===== config.mk =====
export PLATFORM = sky130hd
export DESIGN_NAME = pipe_stage_reg
export DESIGN_NICKNAME = d
export VERILOG_FILES = /design/src/rtl/pipe_stage_reg.sv
export SDC_FILE = /design/constraint.sdc
export NUM_CORES = 1
export LEC_CHECK = 0
export CORE_UTILIZATION = 47
export CTS_BUF_LIST = sky130_fd_sc_hd__clkbuf_8
export DETAILED_ROUTE_END_ITERATION = 8
export GPL_ROUTABILITY_DRIVEN = 1
export PLACE_DENSITY = 0.78
export SLEW_MARGIN = 15
export SYNTH_ARGS = -nofsm -noshare
export SYNTH_HDL_FRONTEND = slang
export SYNTH_SLANG_ARGS = --single-unit
export TNS_END_PERCENT = 1

===== constraint.sdc =====
create_clock -name clk -period 9.2 [get_ports clk]
set_clock_uncertainty 0.2 [all_clocks]
set_input_delay 1.84 -clock clk [delete_from_list [all_inputs] [get_ports clk]]
set_output_delay 1.84 -clock clk [all_outputs]
set_load 0.01 [all_outputs]

===== src/rtl/pipe_stage_reg.sv =====
`default_nettype none
// ============================================================================
//  Module   : pipe_stage_reg
//  Purpose  : Generic pipeline stage register for the RV32IM 5-stage core
//             (IF/ID, ID/EX, EX/MEM, MEM/WB). Carries a packed payload with a
//             valid bit and ready/valid backpressure. Supports synchronous
//             flush (bubble insertion) and an optional 2-entry skid buffer
//             that registers in_ready. Saturating stall/flush event counters
//             feed the performance monitor.
//  Ports    : clk, rst (async, active-high)
//             flush                      - kill all held entries
//             in_valid/in_ready/in_data  - upstream handshake + payload
//             out_valid/out_ready/out_data - downstream handshake + payload
//             stall_cnt                  - cycles with out_valid & ~out_ready
//             flush_cnt                  - cycles with flush asserted
//  Revision : 1.0 - initial release
// ============================================================================
module pipe_stage_reg #(
    parameter int unsigned       DATA_W = 128,
    parameter logic [DATA_W-1:0] BUBBLE = {DATA_W{1'b0}},
    parameter int unsigned       SKID   = 1,
    parameter int unsigned       CNT_W  = 16
) (
    input  logic              clk,
    input  logic              rst,
    input  logic              flush,
    input  logic              in_valid,
    output logic              in_ready,
    input  logic [DATA_W-1:0] in_data,
    output logic              out_valid,
    input  logic              out_ready,
    output logic [DATA_W-1:0] out_data,
    output logic [CNT_W-1:0]  stall_cnt,
    output logic [CNT_W-1:0]  flush_cnt
);

    localparam logic [CNT_W-1:0] c_CNT_MAX = {CNT_W{1'b1}};
    localparam logic [CNT_W-1:0] c_CNT_ONE = {{(CNT_W-1){1'b0}}, 1'b1};

    typedef enum logic [1:0] {
        S_EMPTY = 2'd0,
        S_FULL1 = 2'd1,
        S_FULL2 = 2'd2
    } state_t;

    generate
        if (SKID == 0) begin : g_single
            // ----------------------------------------------------------------
            // Single register: ready passes straight through from downstream.
            // ----------------------------------------------------------------
            logic              r_valid;
            logic [DATA_W-1:0] r_data;
            logic              w_acc;
            logic              w_xfer;

            assign in_ready = out_ready | ~r_valid;
            assign w_acc    = in_valid & in_ready;
            assign w_xfer   = r_valid & out_ready;

            always_ff @(posedge clk or posedge rst) begin
                if (rst) begin
                    r_valid <= 1'b0;
                    r_data  <= BUBBLE;
                end else if (flush) begin
                    r_valid <= 1'b0;
                    r_data  <= BUBBLE;
                end else if (w_acc) begin
                    r_valid <= 1'b1;
                    r_data  <= in_data;
                end else if (w_xfer) begin
                    r_valid <= 1'b0;
                    r_data  <= BUBBLE;
                end
            end

            assign out_valid = r_valid;
            assign out_data  = r_data;
        end else begin : g_skid
            // ----------------------------------------------------------------
            // Main + skid register. in_ready is a flop so the upstream ready
            // path never sees out_ready combinationally; the skid entry absorbs
            // the one beat that may arrive after downstream stalls.
            // ----------------------------------------------------------------
            state_t            r_state;
            state_t            w_state_nxt;
            logic [DATA_W-1:0] r_main;
            logic [DATA_W-1:0] w_main_nxt;
            logic [DATA_W-1:0] r_skid;
            logic [DATA_W-1:0] w_skid_nxt;
            logic              r_in_ready;
            logic              w_acc;
            logic              w_xfer;

            assign w_acc  = in_valid & r_in_ready;
            assign w_xfer = (r_state != S_EMPTY) & out_ready;

            always_comb begin
                w_state_nxt = r_state;
                w_main_nxt  = r_main;
                w_skid_nxt  = r_skid;
                if (flush) begin
                    w_state_nxt = S_EMPTY;
                    w_main_nxt  = BUBBLE;
                    w_skid_nxt  = BUBBLE;
                end else begin
                    case (r_state)
                        S_EMPTY: begin
                            if (w_acc) begin
                                w_main_nxt  = in_data;
                                w_state_nxt = S_FULL1;
                            end
                        end
                        S_FULL1: begin
                            if (w_acc && w_xfer) begin
                                w_main_nxt = in_data;
                            end else if (w_acc) begin
                                w_skid_nxt  = in_data;
                                w_state_nxt = S_FULL2;
                            end else if (w_xfer) begin
                                w_main_nxt  = BUBBLE;
                                w_state_nxt = S_EMPTY;
                            end
                        end
                        S_FULL2: begin
                            // in_ready is low here, so only a drain can happen
                            if (w_xfer) begin
                                w_main_nxt  = r_skid;
                                w_skid_nxt  = BUBBLE;
                                w_state_nxt = S_FULL1;
                            end
                        end
                        default: begin
                            w_state_nxt = S_EMPTY;
                            w_main_nxt  = BUBBLE;
                            w_skid_nxt  = BUBBLE;
                        end
                    endcase
                end
            end

            always_ff @(posedge clk or posedge rst) begin
                if (rst) begin
                    r_state    <= S_EMPTY;
                    r_main     <= BUBBLE;
                    r_skid     <= BUBBLE;
                    r_in_ready <= 1'b1;
                end else begin
                    r_state    <= w_state_nxt;
                    r_main     <= w_main_nxt;
                    r_skid     <= w_skid_nxt;
                    r_in_ready <= (w_state_nxt != S_FULL2);
                end
            end

            assign in_ready  = r_in_ready;
            assign out_valid = (r_state != S_EMPTY);
            assign out_data  = r_main;
        end
    endgenerate

    // ------------------------------------------------------------------------
    // Saturating event counters. A flush cycle that is also stalled counts in
    // both, since out_valid reflects the state before the flush edge.
    // ------------------------------------------------------------------------
    logic [CNT_W-1:0] r_stall_cnt;
    logic [CNT_W-1:0] r_flush_cnt;
    logic             w_stall_evt;

    assign w_stall_evt = out_valid & ~out_ready;

    always_ff @(posedge clk or posedge rst) begin
        if (rst) begin
            r_stall_cnt <= '0;
            r_flush_cnt <= '0;
        end else begin
            if (w_stall_evt && (r_stall_cnt != c_CNT_MAX))
                r_stall_cnt <= r_stall_cnt + c_CNT_ONE;
            if (flush && (r_flush_cnt != c_CNT_MAX))
                r_flush_cnt <= r_flush_cnt + c_CNT_ONE;
        end
    end

    assign stall_cnt = r_stall_cnt;
    assign flush_cnt = r_flush_cnt;

endmodule
`default_nettype wire

### Word level (Yosys, flattened, before mapping)

Cells that the tools add are included.

| operators by class | value |
|---|---|
| reduce and logical (&&, ||, !) cells | 7 |
| shifts and indexed selects | 0 |
| eq/ne operators | 12 |
| mux-type cells | 17 |
| $lt $le $gt $ge | 0 |
| $add $sub $neg | 2 |
| bitwise logic cells | 4 |
| multiply operators | 0 |
| div/mod/pow operators | 0 |

Operator list:

| cell | count |
|---|---|
| $mux W128 | 8 |
| $pmux W128 S3 | 2 |
| $add A16 B1 Y16 const B | 2 |
| $ne A16 B16 Y1 const B | 2 |
| $mux W2 | 6 |
| $ne A3 B3 Y1 const B | 4 |
| $ne A4 B4 Y1 const B | 2 |
| $reduce_and A4 Y1 | 2 |
| $pmux W2 S3 | 1 |
| $ne A2 B2 Y1 const B | 2 |
| $and A1 B1 Y1 | 3 |
| $logic_and A1 B1 Y1 | 3 |
| $eq A2 B1 Y1 const B | 1 |
| $eq A2 B2 Y1 const B | 1 |
| $logic_not A2 Y1 | 1 |
| $reduce_bool A2 Y1 | 1 |
| $not A1 Y1 | 1 |

| storage, ports and cells | value |
|---|---|
| memories | 0 |
| output and inout bits | 162 |
| memory bits (writable) | 0 |
| latch bits | 0 |
| memory bits (read-only) | 0 |
| input port bits | 133 |
| bits in registers | 291 |

### Logic depth before layout (Yosys ltp)

Gate-level depths: netlist (run 1).

| logic depth | value |
|---|---|
| depth in word-level cells | 8 |
| gate-level depth with buffers | 7 |
| gate-level depth less buffers | 5 |

### Worst setup path before layout (run 1)

No wires, ideal clock.

| timing path | value |
|---|---|
| path type | input to register |
| from | in out_ready |
| to | reg r_stall_cnt[15] (netlist: stall_cnt[15]) |
| path slack | 5,926 ps |
| data required time | 8,875 ps |
| cell stages on the path | 5 |
| library setup time | 125 ps |
| arrival time | 2,950 ps |
| cells stage by stage | clkbuf_1 o21bai_1 nor4b_2 nand4_1 mux2_2 |

| between the ends | value |
|---|---|
| cells in the longest elaborated chain, start to end | 3 |

Ends and longest elaborated chain:

| what | RTL line | source |
|---|---|---|
| start: declaration | 31 | `input logic out_ready,` |
| $not A1 Y1 | 169 | `assign w_stall_evt = out_valid & ~out_ready;` |
| $and A1 B1 Y1 | 169 |  |
| $logic_and A1 B1 Y1 | 176 | `if (w_stall_evt && (r_stall_cnt != c_CNT_MAX))` |
| end signal: assignment | 177 | `r_stall_cnt <= r_stall_cnt + c_CNT_ONE;` |
| end: declaration | 165 | `logic [CNT_W-1:0] r_stall_cnt;` |

Every way passes these cells.
A chain may end at the register's enable or synchronous reset.

### Final worst setup path (run 1)

| timing path | value |
|---|---|
| from | in flush |
| to | reg g_skid.r_skid[13] |

| between the ends | value |
|---|---|
| cells in the longest elaborated chain, start to end | 2 |
| elaborated cells between the ends (all ways) | 6 |
| those cells by class | 4 x eq/ne; 1 x mux; 1 x reduce/logical |

Ends and longest elaborated chain:

| what | RTL line | source |
|---|---|---|
| start: declaration | 26 | `input logic flush,` |
| $ne A3 B3 Y1 (no line) / $ne A2 B2 Y1 (equally long branches) | n/a |  |
| $reduce_and A4 Y1 (no line) | n/a |  |
| end signal: assignment | 150 | `r_skid <= w_skid_nxt;` |
| end: declaration | 88 | `logic [DATA_W-1:0] r_skid;` |

Parallel ways exist; a longest one is shown, timed or not.

==> results.json, run 1 <==
{
  "power.internal_mw": 2.28,
  "synth_edf_count": 0,
  "combPwrFrac_pct": 17.6,
  "drive_above_1_share_pct": 7.56,
  "cts_tree": "built",
  "clkSinkCount": 291,
  "worstPathRequired_ns": 9.45,
  "hp-class": "register to register",
  "end_kind": "register",
  "min_path_cells": 1,
  "startpoint_type": "input port",
  "max_slew_margin_pct": 28.7,
  "drc": 0,
  "dr.pass1.iters": 5,
  "io_pins": 295,
  "overflow": 0,
  "grt_pass1_wl_um": 55300,
  "cts_resized": 0,
  "cts_max_level": 2,
  "vias": 10200,
  "vdd_drop_max_mv": 0.104,
  "syn_nets": 1301,
  "cts.hold.buffers_added": 0,
  "dieArea_sq_um": 28400,
  "power_frac_seq_pct": 46.5,
  "yosys_warnings": 0,
  "finalHoldViolCount": 0,
  "hold_start": "out_data[42]",
  "gp_congestion": 0.840,
  "swShare_pct": 27.6,
  "maxSlewViolCount": 0,
  "cts-buffers-inserted": 49,
  "yosys.cell_types.count": 51,
  "timing.rr.start": "g_skid.r_state[0]",
  "cp-startpoint": "flush",
  "wl_per_cell_um": 18.6,
  "ff2ff_path_depth": 6,
  "die_x_um": 168,
  "cts_setup_buffers": 0,
  "core-area_sq_um": 27100,
  "fin_area_sq_um": 17100,
  "hold_slack_ns": 0.283,
  "grt_pass1_vias": 10500,
  "syn_area_per_cell_sq_um": 11.2,
  "fp-row-count": 60,
  "start_util_pct": 48.1,
  "insertion_delay_ns": 0.54,
  "via_per_inst": 5.51,
  "worstSetupPathType": "input port to register",
  "antenna_left": 0,
  "root_buffer": "clkbuf_8",
  "fmax_mhz": 224,
  "syn_area_sq_um": 13000,
  "async_reset_ff_share_pct": 100,
  "fin_crit_sh_pct": 48.6,
  "worst_pin_slew_ns": 1.07,
  "cp_max_fo": 60,
  "finalSetupViolations": 0,
  "fin_nets": 1571,
  "drv_cap": 0,
  "path_clk_slew_ns": 0.06,
  "clkPwrFrac_pct": 35.9,
  "placed_cells": 1757,
  "grt_util_all_layers_pct": 24.1,
  "netlist_instances": 1166,
  "antenna_found_initial": 1,
  "dpl_cell_area_sq_um": 16200,
  "grt_start_max_net_pins": 167,
  "arrival_ns": 4.72,
  "fin_cells": 1842,
  "power.leakage_nw": 7.53,
  "switchingPower_uw": 869,
  "ys_seq_area_share_pct": 55.9,
  "dp_hpwl_um": 20800,
  "die_h_um": 168,
  "setup-tns-final_ns": 0,
  "area_growth_syn_to_layout_pct": 31.6,
  "synthFlopType": "dfrtp_1",
  "yosys_register_bits": 291,
  "fin_crit_ns": 4.47,
  "port_buffers": 294,
  "drt_iter0_drc": 818,
  "status": "finished, final reports clean",
  "rsz0062_at_grt": "false",
  "powerDensity_nw_per_um2": 184,
  "cts_buffer_depth": 3,
  "wl_um": 34300
}
[cells by family (layout without fill, tap and decap cells)]
logic type	after synthesis	in the layout	share of synthesized area, %
other	0	1	0
AOI/OAI and AO/OA	278	278	17.2
buffers and inverters	223	526	7.20
DFF	291	291	55.9
xor gates and xnor gates	25	25	1.68
and+or+nand+nor	214	214	7.59
muxes	133	133	10.3
adders and majority gates	2	2	0.192
[final timing paths]
kind | endpoint | slack [ns]
setup / recovery | g_skid.r_skid[13] | 4.73
hold / removal | out_data[42] | 0.28
setup reg to reg | out_data[120] | 5.86
hold reg to reg | out_data[42] | 0.28
max in group asynchronous | g_skid.r_skid[77] | 5.68
min in group asynchronous | stall_cnt[0] | 1.68
[metal layers]
metal | track usage, % | wire (um)
met5 | 0 | 0
met4 | 8.42 | 919
met3 | 6.08 | 2380
met2 | 39.3 | 16500
met1 | 31.3 | 14600
[registers in the layout, summed over array words and instances, names as in the netlist]
name,flops
stall_cnt,16
flush_cnt,16
in_ready,1
out_data,128
g_skid.r_skid,128
g_skid.r_state,2
[stage by stage]
step	total power, mW	setup slack [ns]	util [%]
CTS	3.19	4.80	63.2
detailed placement	2.04	4.21	59.7
finish	3.15	4.73	63.3
floorplan	1.75	3.30	-
global route	3.29	4.60	63.3
global placement	2.03	4.30	59.7
[cell usage after synthesis, drive strengths merged, types with 2 or more instances]
cell type	instances	area share, %
a21oi	7	0.30
a22oi	127	7.3
and3	6	0.33
and4	2	0.13
buf	54	2.3
clkbuf	35	1.0
dfrtp	290	56
ha	2	0.19
inv	134	3.9
mux2	5	0.43
mux2i	128	9.8
nand2	146	4.2
nand3	13	0.50
nand4	10	0.58
nor2	9	0.26
nor2b	2	0.096
nor3	4	0.15
nor4	7	0.38
nor4b	2	0.18
o21ai	5	0.19
o21bai	2	0.12
o2bb2ai	128	8.6
or2	4	0.19
or3	3	0.14
or4	2	0.17
xnor2	11	0.74
xor2	14	0.94
[layout by cell type, fill, tap and decap left out, drive strengths merged, types with 3 or more instances in the layout]
| master | n |
|---|---|
| nand4 | 10 |
| mux2i | 128 |
| xnor2 | 11 |
| and3 | 6 |
| or2 | 4 |
| nand2 | 146 |
| nor3 | 4 |
| o2bb2ai | 128 |
| inv | 146 |
| or3 | 3 |
| a21oi | 7 |
| nand3 | 13 |
| nor4 | 7 |
| clkbuf | 61 |
| o21ai | 5 |
| dfrtp | 290 |
| buf | 14 |
| a22oi | 127 |
| clkinv | 8 |
| nor2 | 9 |
| mux2 | 5 |
| xor2 | 14 |
| clkdlybuf4s50 | 294 |
[final cells by class]
| type | instances | area (sq um) |
|---|---|---|
| fill | 2169 | 9960 |
| sequential | 291 | 7280 |
| multi-input combinational | 652 | 4860 |
| timing repair buffer | 308 | 3060 |
| clock buffer | 61 | 840 |
| inverter | 134 | 507 |
| tap | 372 | 465 |
| clock inverter | 23 | 126 |
| antenna | 1 | 2.50 |
[power by group through the flow]
stage                     clock, mW  combinational, mW  sequential [mW]
after global placement            0              0.547             1.48
after CTS                      1.16              0.559             1.46
after global routing           1.22              0.599             1.48
final                          1.13              0.553             1.46
after floorplan                   0              0.251             1.50
after detailed placement          0              0.557             1.48
[critical path: stages]
cell,delay (ns)
clkdlybuf4s50_1,0.84
a21oi_4,0.75
buf_4,0.92
mux2i_1,0.30
Power figures use the tool's default switching activity.
==> inputs of run 2 (changes only) <==
--- a/config.mk
+++ b/config.mk
@@ -5,11 +5,11 @@
 export SDC_FILE = /design/constraint.sdc
 export NUM_CORES = 1
 export LEC_CHECK = 0
-export CORE_UTILIZATION = 47
+export CORE_UTILIZATION = 52
 export CTS_BUF_LIST = sky130_fd_sc_hd__clkbuf_8
 export DETAILED_ROUTE_END_ITERATION = 8
 export GPL_ROUTABILITY_DRIVEN = 1
-export PLACE_DENSITY = 0.78
+export PLACE_DENSITY = 0.82
 export SLEW_MARGIN = 15
 export SYNTH_ARGS = -nofsm -noshare
 export SYNTH_HDL_FRONTEND = slang
==> constraint.sdc (replaced) <==
create_clock -name clk -period 4.3 [get_ports clk]
set_clock_uncertainty 0.2 [all_clocks]
set_input_delay 0.86 -clock clk [delete_from_list [all_inputs] [get_ports clk]]
set_output_delay 0.86 -clock clk [all_outputs]
set_load 0.01 [all_outputs]
==> run 2 against run 1 <==
Compared with the run above:
- sequential share of layout area about the same
- core utilization increased by 6.9 points
- wire length down 0.35%
- sequential cell count unchanged
- global-route usage is 3.0 points higher
- non-clock buffer count increased by 3
- clock-buffer cell count down 3
==> results.json, run 2 (synthesis gave the netlist of run 1 again) <==
{
  "status": "finished, final reports clean",
  "finalSetupViolations": 0,
  "grt_pass1_wl_um": 56200,
  "path_clk_slew_ns": 0.06,
  "cp_slowest_cell": "dfrtp_1",
  "grt_util_all_layers_pct": 27.0,
  "cts_max_level": 2,
  "wl_um": 34200,
  "cp_max_fo": 13,
  "io_pins": 295,
  "fin_nets": 1572,
  "drt_iter0_drc": 777,
  "rsz0062_at_grt": "false",
  "ff2ff_path_depth": 5,
  "via_per_inst": 5.70,
  "power.leakage_nw": 7.56,
  "antenna_left": 0,
  "cts_resized": 0,
  "end_kind": "primary output",
  "hold_end": "out_data[65]",
  "setup-tns-final_ns": 0,
  "fin_area_sq_um": 17100,
  "hp-class": "register to register",
  "root_buffer": "clkbuf_8",
  "vias": 10200,
  "r2r-end": "out_data[14]",
  "area_growth_syn_to_layout_pct": 31.6,
  "min_path_cells": 1,
  "finalHoldViolCount": 0,
  "fill_cells": 1755,
  "dp_hpwl_um": 21300,
  "antenna_found_initial": 1,
  "path_cells": "or2_2 -> clkdlybuf4s50_1",
  "overflow": 0,
  "dpl_cell_area_sq_um": 16300,
  "cts-buffers-inserted": 47,
  "fin_crit_ns": 2.97,
  "dr.pass1.iters": 4,
  "drv_cap": 0,
  "wl_per_cell_um": 19.1,
  "powerDensity_nw_per_um2": 385,
  "die_h_um": 160,
  "insertion_delay_ns": 0.55,
  "dieArea_sq_um": 25700,
  "layout_commonest_cell": "clkdlybuf4s50_1",
  "fin_cells": 1793,
  "fp-row-count": 57,
  "drc": 0,
  "cts.hold.buffers_added": 0,
  "cts_setup_buffers": 0,
  "post-place-ws_ns": 0.933,
  "cts_buffer_depth": 3,
  "core-area_sq_um": 24500,
  "maxSlewViolCount": 0,
  "drive_above_1_share_pct": 7.02,
  "vdd_drop_max_mv": 0.221,
  "fmax_mhz": 337,
  "clkSinkCount": 291,
  "grt_pass1_vias": 10600,
  "gp_congestion": 0.865,
  "arrival_ns": 1.91,
  "critical-path-top-delay-family": "flip-flops",
  "timing.rr.start": "g_skid.r_state[0]",
  "worst_pin_slew_ns": 0.809,
  "worstSetupPathType": "register to primary output",
  "start_util_pct": 53.3,
  "grt_start_max_net_pins": 130,
  "hold_start": "out_data[65]",
  "slowest_delay_ns": 0.53,
  "startpoint_type": "register",
  "die_x_um": 160,
  "cts_tree": "built",
  "max_slew_margin_pct": 46.0,
  "fin_crit_sh_pct": 69.1,
  "port_buffers": 294,
  "hold_slack_ns": 0.285,
  "mostFrequentLayoutCells": "clkdlybuf4s50_1, dfrtp_1, inv_1",
  "placed_cells": 1712,
  "critPathBufInv": 1,
  "postLayoutSetupSlackWorst_ns": 1.33,
  "rrSetupSlack_ns": 1.81,
  "worstPathRequired_ns": 3.24
}
[run 2: changes by cell type in the layout (fill, tap and decap cells not counted)]
cell / delta
buf_12: +10
buf_4: -7
bufinv_16: -1
clkbuf_8: -3
clkinv_2: -7
inv_1: +7
[run 2: layout make-up]
type	count	area (sq um)	area share [%]
diodes	1	2.50	0.0146
clock buffers	58	798	4.65
clock inverters	22	87.6	0.511
inverters	134	507	2.95
multi-input cells	652	4860	28.3
flip-flops and latches	291	7280	42.5
well taps	324	405	2.36
repair buffers	311	3210	18.7
[run 2: worst max path at each step]
stage                 startpoint       endpoint  slack, ns  cells past startpoint
2_1_floorplan                rst   flush_cnt[0]      -0.62                      1
4_1_cts        g_skid.r_state[1]      out_valid       1.29                      2
5_1_grt        g_skid.r_state[1]      out_valid       1.26                      2
3_5_place_dp           out_ready   out_data[99]       0.93                      6
6_report       g_skid.r_state[1]      out_valid       1.33                      2
3_3_place_gp               flush  flush_cnt[12]       1.02                      5
[run 2: where the power goes]
group | internal, mW | total [mW] | switching, mW
registers | 2.95 | 3.14 | 0.187
clock network | 1.20 | 2.26 | 1.05
logic | 0.614 | 1.21 | 0.594
total | 4.77 | 6.60 | 1.84
[run 2: through the flow]
step | total power [mW] | utilization (%)
final | 6.60 | 70.1
after global routing | 6.91 | 70.1
after CTS | 6.67 | 70.1
after detailed placement | 4.39 | 66.5
after global placement | 4.36 | 66.5
after floorplan | 3.74 | -
[run 2: layer usage]
metal | track usage, % | wire, um | vias to the layer above
met5 | 0 | 0 | -
met4 | 9.78 | 911 | 0
met3 | 5.79 | 2100 | 66
met2 | 42.3 | 16400 | 376
met1 | 37.4 | 14900 | 5109
li1 | - | - | 4665
==> inputs of run 3 (changes only) <==
--- a/config.mk
+++ b/config.mk
@@ -5,11 +5,11 @@
 export SDC_FILE = /design/constraint.sdc
 export NUM_CORES = 1
 export LEC_CHECK = 0
-export CORE_UTILIZATION = 52
+export CORE_UTILIZATION = 47
 export CTS_BUF_LIST = sky130_fd_sc_hd__clkbuf_8
 export DETAILED_ROUTE_END_ITERATION = 8
 export GPL_ROUTABILITY_DRIVEN = 1
-export PLACE_DENSITY = 0.82
+export PLACE_DENSITY = 0.78
 export SLEW_MARGIN = 15
 export SYNTH_ARGS = -nofsm -noshare
 export SYNTH_HDL_FRONTEND = slang
==> constraint.sdc (replaced) <==
create_clock -name clk -period 2.5 [get_ports clk]
set_clock_uncertainty 0.2 [all_clocks]
set_input_delay 0.5 -clock clk [delete_from_list [all_inputs] [get_ports clk]]
set_output_delay 0.5 -clock clk [all_outputs]
set_load 0.01 [all_outputs]
==> run 3 against run 2 <==
Compared with the run above:
- worst setup slack worse by 1.2 ns
- critical path depth unchanged
- sequential cell count unchanged
- critical path type unchanged
- die area up 10%
- largest power group unchanged
- combinational power up 84%
==> results.json, run 3 (synthesis gave the netlist of run 1 again) <==
{
  "status": "finished, final reports clean",
  "drt_iter0_drc": 680,
  "core-area_sq_um": 27100,
  "fin_crit_ns": 2.41,
  "grt_start_max_net_pins": 92,
  "drive_above_1_share_pct": 9.98,
  "gp_congestion": 0.882,
  "fill_cells": 2073,
  "dpl_cell_area_sq_um": 16900,
  "end_kind": "primary output",
  "io_pins": 295,
  "antenna_left": 0,
  "worstSetupPathType": "register to primary output",
  "hp-class": "input port to async pin",
  "grt_pass1_vias": 10900,
  "drc": 0,
  "die_x_um": 168,
  "worstPathRequired_ns": 1.80,
  "overflow": 0,
  "grt_pass1_wl_um": 57800,
  "vdd_drop_max_mv": 0.322,
  "dieArea_sq_um": 28400,
  "path_clk_slew_ns": 0.06,
  "antenna_found_initial": 1,
  "cts-buffers-inserted": 47,
  "timing.rr.start": "g_skid.r_state[0]",
  "ff2ff_path_depth": 7,
  "postLayoutSetupSlackWorst_ns": 0.0855,
  "vias": 10400,
  "start_util_pct": 48.1,
  "port_buffers": 294,
  "arrival_ns": 1.71,
  "cp_max_fo": 2,
  "rsz0062_at_grt": "false",
  "worst_pin_slew_ns": 0.554,
  "fp-row-count": 60,
  "fin_area_sq_um": 17800,
  "rrSetupSlack_ns": 0.41,
  "power.leakage_nw": 7.86,
  "fin_crit_sh_pct": 96.6,
  "dp_hpwl_um": 23500,
  "maxSlewViolCount": 0,
  "grt_util_all_layers_pct": 25.4,
  "clkSinkCount": 291,
  "via_per_inst": 5.54,
  "mostFrequentLayoutCells": "clkdlybuf4s50_1, dfrtp_1, inv_1",
  "area_growth_syn_to_layout_pct": 36.6,
  "startpoint_type": "register",
  "finalSetupViolations": 0,
  "cts_max_level": 2,
  "die_h_um": 168,
  "cts_buffer_depth": 3,
  "layout_commonest_cell": "clkdlybuf4s50_1",
  "wl_um": 35300,
  "fmax_mhz": 414,
  "cts_tree": "built",
  "r2r-end": "out_data[41]",
  "max_slew_margin_pct": 62.8,
  "finalHoldViolCount": 0,
  "fin_nets": 1616,
  "insertion_delay_ns": 0.56,
  "root_buffer": "clkbuf_8",
  "wl_per_cell_um": 18.7,
  "dr.pass1.iters": 5,
  "post-place-ws_ns": -0.0699,
  "drv_cap": 0,
  "powerDensity_nw_per_um2": 648
}
-- run 3: cell count changes in the layout (fill, tap and decap cells not counted), sizes merged --
cell,change
clkinv,+1
buf,+44
-- run 3: stage by stage --
stage | setup TNS (ns) | util [%] | total power [mW] | hold WS [ns] | instances
after global routing | 0 | 65.7 | 12.1 | 0.137 | 1886
after floorplan | -598.53 | - | 6.43 | 0.293 | 1166
after CTS | 0 | 65.7 | 11.7 | 0.110 | 1885
after detailed placement | -1.73 | 62.3 | 7.70 | 0.272 | 1802
final | 0 | 65.7 | 11.5 | 0.121 | 1886
after global placement | 0 | 62.3 | 7.65 | 0.270 | 1802
-- run 3: worst max-delay path, stage by stage, from the launching register on --
cell             delay [ns]
dfrtp_2                0.41
or2_2                  0.29
clkdlybuf4s50_1        0.48
-- run 3: timing repair --
item                                    CTS  global route
hold buffers                              0             0
resized for setup                         2             0
endpoints found under the setup margin    1             0
setup buffers                             2             0
endpoints found under the hold margin     0             0
-- run 3: worst max path at each step --
| stage | start | endpoint | slack [ns] |
|---|---|---|---|
| after floorplan | rst | flush_cnt[0] | -2.06 |
| after global placement | out_ready | g_skid.r_skid[99] | 0.02 |
| after detailed placement | out_ready | g_skid.r_skid[105] | -0.07 |
| after CTS | g_skid.r_state[0] | out_valid | 0.05 |
| after global routing | g_skid.r_state[0] | out_valid | 0.03 |
| final | g_skid.r_state[0] | out_valid | 0.09 |
-- run 3: final cells by class --
class                      instances  area [sq um]  area share (%)
clock inverter                    23          97.6           0.548
tap                              372           465            2.61
sequential                       291          7290            40.9
antenna                            1          2.50          0.0141
clock buffer                      58           798            4.48
inverter                         134           507            2.85
multi-input combinational        652          4860            27.3
timing repair buffer             355          3790            21.3
-- run 3: report_power, final --
| group | switching (mW) | leakage (nW) | internal (mW) | total (mW) |
|---|---|---|---|---|
| Combinational | 1.06 | 3.39 | 1.18 | 2.23 |
| Clock | 1.83 | 0.531 | 2.08 | 3.91 |
| Sequential | 0.314 | 3.94 | 5.07 | 5.39 |
| Total | 3.20 | 7.86 | 8.33 | 11.5 |
-- run 3: layer usage --
| layer | up-vias | share of wire (%) | track usage, % |
|---|---|---|---|
| met5 | - | 0 | 0 |
| met4 | 0 | 3.1 | 9.25 |
| met3 | 83 | 6.1 | 4.93 |
| met1 | 5204 | 42 | 33.1 |
| li1 | 4752 | - | - |
| met2 | 404 | 49 | 42.2 |
